`config.mk`:
```
export PLATFORM = sky130hd
export DESIGN_NAME = state_log_reader
export DESIGN_NICKNAME = d
export VERILOG_FILES = /design/src/rtl/state_log_reader.sv
export SDC_FILE = /design/constraint.sdc
export NUM_CORES = 1
export LEC_CHECK = 0
export BUFFER_PORTS_ARGS = -buffer_cell sky130_fd_sc_hd__buf_2
export CAP_MARGIN = 25
export CORE_MARGIN = 3
export CORE_UTILIZATION = 50
export DETAILED_ROUTE_END_ITERATION = 8
export PLACE_DENSITY = 0.86
export SLEW_MARGIN = 20
export SYNTH_ARGS = -nofsm -noshare
export SYNTH_HDL_FRONTEND = slang
export SYNTH_SLANG_ARGS = --single-unit
```
`constraint.sdc`:
```
create_clock -name iClk -period 1.9 [get_ports iClk]
set_input_delay 0.475 -clock iClk [delete_from_list [all_inputs] [get_ports iClk]]
set_output_delay 0.475 -clock iClk [all_outputs]
set_load 0.05 [all_outputs]
```
`src/rtl/state_log_reader.sv`:
```
// Snapshots four logged state words plus the change flag and streams them out as a byte frame.
// Define STATE_LOG_READER_AUTOCLR_EN to pulse oClear_n low after each complete frame.
module state_log_reader #(
    parameter int BITS = 8
) (
    input  logic            iClk,
    input  logic            iRst_n,
    input  logic            iReq,
    input  logic            iAbort,
    input  logic [BITS-1:0] iState0,
    input  logic [BITS-1:0] iState1,
    input  logic [BITS-1:0] iState2,
    input  logic [BITS-1:0] iState3,
    input  logic            iChange,
    output logic [7:0]      oData,
    output logic            oValid,
    input  logic            iReady,
    output logic            oBusy,
    output logic            oDone,
    output logic            oClear_n
);

    localparam int NB = (BITS + 7) / 8;
    localparam int L  = 1 + 4 * NB;
    localparam int IW = $clog2(L);
    localparam logic [IW-1:0] LAST = IW'(L - 1);

`ifdef STATE_LOG_READER_AUTOCLR_EN
    typedef enum logic [1:0] {IDLE, SEND, CLEAR, DONE} state_t;
`else
    typedef enum logic [1:0] {IDLE, SEND, DONE} state_t;
`endif

    state_t          state_q, state_d;
    logic [IW-1:0]   idx_q, idx_d;
    logic [BITS-1:0] snap_q [4];
    logic            chg_q;
    logic            cap;
    logic            done_q;
    logic [8*L-1:0]  frame;
    logic [8*NB-1:0] word;

    // Flattened frame image, byte 0 in the low bits, words zero-padded
    always_comb begin
        frame      = '0;
        word       = '0;
        frame[7:0] = {4'hA, 3'b000, chg_q};
        for (int w = 0; w < 4; w++) begin
            word                     = '0;
            word[BITS-1:0]           = snap_q[w];
            frame[8+8*NB*w +: 8*NB]  = word;
        end
    end

    always_comb begin
        state_d = state_q;
        idx_d   = idx_q;
        cap     = 1'b0;
        unique case (state_q)
            IDLE: begin
                if (iReq) begin
                    cap     = 1'b1;
                    idx_d   = '0;
                    state_d = SEND;
                end
            end
            SEND: begin
                if (iAbort) begin
                    state_d = IDLE;
                end else if (iReady) begin
                    if (idx_q == LAST) begin
`ifdef STATE_LOG_READER_AUTOCLR_EN
                        state_d = CLEAR;
`else
                        state_d = DONE;
`endif
                    end else begin
                        idx_d = idx_q + 1'b1;
                    end
                end
            end
`ifdef STATE_LOG_READER_AUTOCLR_EN
            CLEAR: state_d = IDLE;
`endif
            DONE:  state_d = IDLE;
            default: state_d = IDLE;
        endcase
    end

    always_ff @(posedge iClk or negedge iRst_n) begin
        if (!iRst_n) begin
            state_q   <= IDLE;
            idx_q     <= '0;
            snap_q[0] <= '0;
            snap_q[1] <= '0;
            snap_q[2] <= '0;
            snap_q[3] <= '0;
            chg_q     <= 1'b0;
        end else begin
            state_q <= state_d;
            idx_q   <= idx_d;
            if (cap) begin
                snap_q[0] <= iState0;
                snap_q[1] <= iState1;
                snap_q[2] <= iState2;
                snap_q[3] <= iState3;
                chg_q     <= iChange;
            end
        end
    end

    // Completion strobes come straight from flops so the logger sees clean pulses
`ifdef STATE_LOG_READER_AUTOCLR_EN
    logic clr_n_q;

    always_ff @(posedge iClk or negedge iRst_n) begin
        if (!iRst_n) begin
            done_q  <= 1'b0;
            clr_n_q <= 1'b1;
        end else begin
            done_q  <= (state_d == DONE) || (state_d == CLEAR);
            clr_n_q <= (state_d != CLEAR);
        end
    end

    assign oClear_n = clr_n_q;
`else
    always_ff @(posedge iClk or negedge iRst_n) begin
        if (!iRst_n) begin
            done_q <= 1'b0;
        end else begin
            done_q <= (state_d == DONE);
        end
    end

    assign oClear_n = 1'b1;
`endif

    assign oDone  = done_q;
    assign oValid = (state_q == SEND);
    assign oBusy  = (state_q != IDLE);
    assign oData  = (state_q == SEND) ? frame[{idx_q, 3'b000} +: 8] : 8'h00;

endmodule

```
==> results.toml <==
[sta]
skew_ns = 0.00749
post-route-period-util = 1.13
final.min_clock_period_ns = 2.14
rsz0062_at_grt = "true"
hold_viol_final = 0
fin_ws_ns = -0.242
max_freq_ghz = 0.467
setup_violations = 8
setup_tns_ns = -1.72
slew_viol_final = 0

[yosys]
yosys_warnings = 0
syn-cell-area_um2 = 1970
ys.flop_type = "dfrtp_1"
ys_seq_area_frac = 0.495
synth_cells = 145
ys_async_sr_fraction = 1.00
yosysUniqueCellTypes = 32
syn_nets = 185
synth_edf_count = 0
avgSynthCellArea_um2 = 13.6
synth_seq_cells = 39

[detailed_routing]
remaining_drc_errors = 0
routedWlPerCell_um = 16.8
wl_um = 4240
antenna_left = 0
via_per_inst = 5.17
drtIter0Drc = 57
first_pass_iters = 4
vias = 1303

[outcome]
outcome = "finished with violations"
violations = "setup timing"

[floorplan]
die_width_um = 68.8
die_area_um2 = 4740
core_area_um2 = 3740
rows = 22
die_height_um = 68.8
num_io_pins = 50
initial_utilization = 0.527

[setup_path]
crit_start = "idx_q[1]$_DFFE_PN0P_"
r2r_start = "state_q[0]$_DFF_PN0_"
critPathRequiredTime_ns = 1.42
r2r_end = "frame[19]$_DFFE_PN0P_"
arrival_ns = 1.67
cp-end-kind = "output pin"
crit_type = "reg2out"
cp-endpoint = "oData[5]"
reg2reg_setup_slack_ns = 0.34
worst_setup_path_start_kind = "flop"
r2r_cells = 3
crit_fanout = 7

[layout]
layout-drive-gt1-share = 0.642
final_cell_mix = "39 x buf_2, 36 x dfrtp_1, 27 x mux2_4"
synthToLayoutAreaGrowth_pct = 36.7
fillerInstances = 266
antenna_cells = 0
multi_input_area_um2 = 1070
nets = 243
fin_area_um2 = 2700
final_common_cell = "buf_2"
regArea_um2 = 980

[power_and_ir_drop]
ir_worst_vdd_mv = 0.733
leakage_nw = 1.28
powerDensity_nw_per_um2 = 1090

[clock_network]
cts_root_buf = "clkbuf_8"
ctsHoldBuffers = 0
cts_tree = "yes"
cts.sinks = 39
clockBufferDepth = 2
numCtsBuffers = 5
clock_tree.htree_level_count = 2
clk_pin_slew_ns = 0.08
insertion_delay_ns = 0.30

[global_route]
antenna_found_initial = 0
grt_overflow_total = 0
grt_max_degree = 40
track_usage = 0.206
grt_pass1_vias = 1421
grt_pass1_wl_um = 6830

[placement]
io_buffers = 48
dp_hpwl_um = 2970
routabilityCongestion = 0.823
placed_area_um2 = 2380

[job]
drv_cap = 0

[min_path]
min_path_type = "in2async"
[flip-flops by register name, indices dropped and copies added, names as in the netlist]
register and flops:
state_q 2, oDone 1, frame 24, chg_q 1, idx_q 3, word 8
[Yosys cell counts, types with 3 or more instances]
cell type | instances | area (µm²)
mux2i_1 | 4 | 40.0
a221oi_1 | 4 | 35.0
nor3_1 | 4 | 20.0
nand2_1 | 8 | 30.0
nand3_1 | 3 | 15.0
inv_1 | 5 | 18.8
mux2_2 | 12 | 135
a21oi_1 | 8 | 40.0
mux2_4 | 26 | 390
clkbuf_1 | 3 | 11.3
dfrtp_1 | 39 | 976
[final cells by class]
type	instances	share of cell area
multi-input cells	91	0.397
flip-flops and latches	39	0.363
repair buffers	61	0.160
clock buffers	5	0.0255
clock inverters	3	0.0251
well taps	48	0.0223
inverters	5	0.00696
[repair_timing]
action	4_1_cts	5_1_grt
setup endpoints to repair	9	8
setup buffers	1	1
gates resized for setup	31	6
pin swaps	5	3
cloned	0	0
[power by group]
part	internal [mW]	total, mW	switching, mW
Sequential	1.00	1.14	0.139
Combinational	0.520	0.969	0.449
Clock	0.524	0.824	0.301
[per-stage QoR]
| step | setup WS (ns) | power, mW | std cells | hold WS (ns) | util |
|---|---|---|---|---|---|
| 5_1_grt | -0.301 | 3.07 | 252 | 0.255 | 0.720 |
| 3_3_place_gp | -0.0476 | 1.95 | 242 | 0.484 | 0.637 |
| 6_report | -0.242 | 2.94 | 252 | 0.217 | 0.720 |
| 3_5_place_dp | -0.0846 | 1.97 | 242 | 0.491 | 0.637 |
| 2_1_floorplan | -0.0807 | 1.76 | 145 | 0.179 | - |
| 4_1_cts | -0.218 | 2.93 | 251 | 0.228 | 0.713 |
[worst min path at each step]
stage / startpoint / to
CTS: iRst_n / chg_q$_DFFE_PN0P_
finish: iRst_n / chg_q$_DFFE_PN0P_
detailed placement: frame[16]$_DFFE_PN0P_ / frame[16]$_DFFE_PN0P_
global placement: frame[24]$_DFFE_PN0P_ / frame[24]$_DFFE_PN0P_
floorplan: iRst_n / chg_q$_DFFE_PN0P_
global route: iRst_n / chg_q$_DFFE_PN0P_
[worst max-delay path, cell delays in order (launching register included)]
cell,delay [ns]
dfrtp_2,0.48
buf_6,0.16
mux2i_1,0.13
a22o_1,0.24
a211oi_4,0.18
buf_6,0.19
[logic make-up (layout without fill, tap and decap cells)]
kind of cell,after synthesis,in the layout,share of synthesized area
adder cells (fa/ha/maj),2,2,0.0127
AND/OR/NAND/NOR,27,27,0.0729
flip-flops,39,39,0.495
AO/OA/AOI/OAI,18,18,0.0628
other,1,1,0.00190
buffers and inverters,15,74,0.0571
multiplexers,43,43,0.298
[metal layers]
metal	track usage	share of wire
met1	0.267	0.45
met2	0.321	0.47
met3	0.0729	0.061
met4	0.0730	0.016
met5	0	0
No activity file was read; power rests on OpenSTA's default activity.
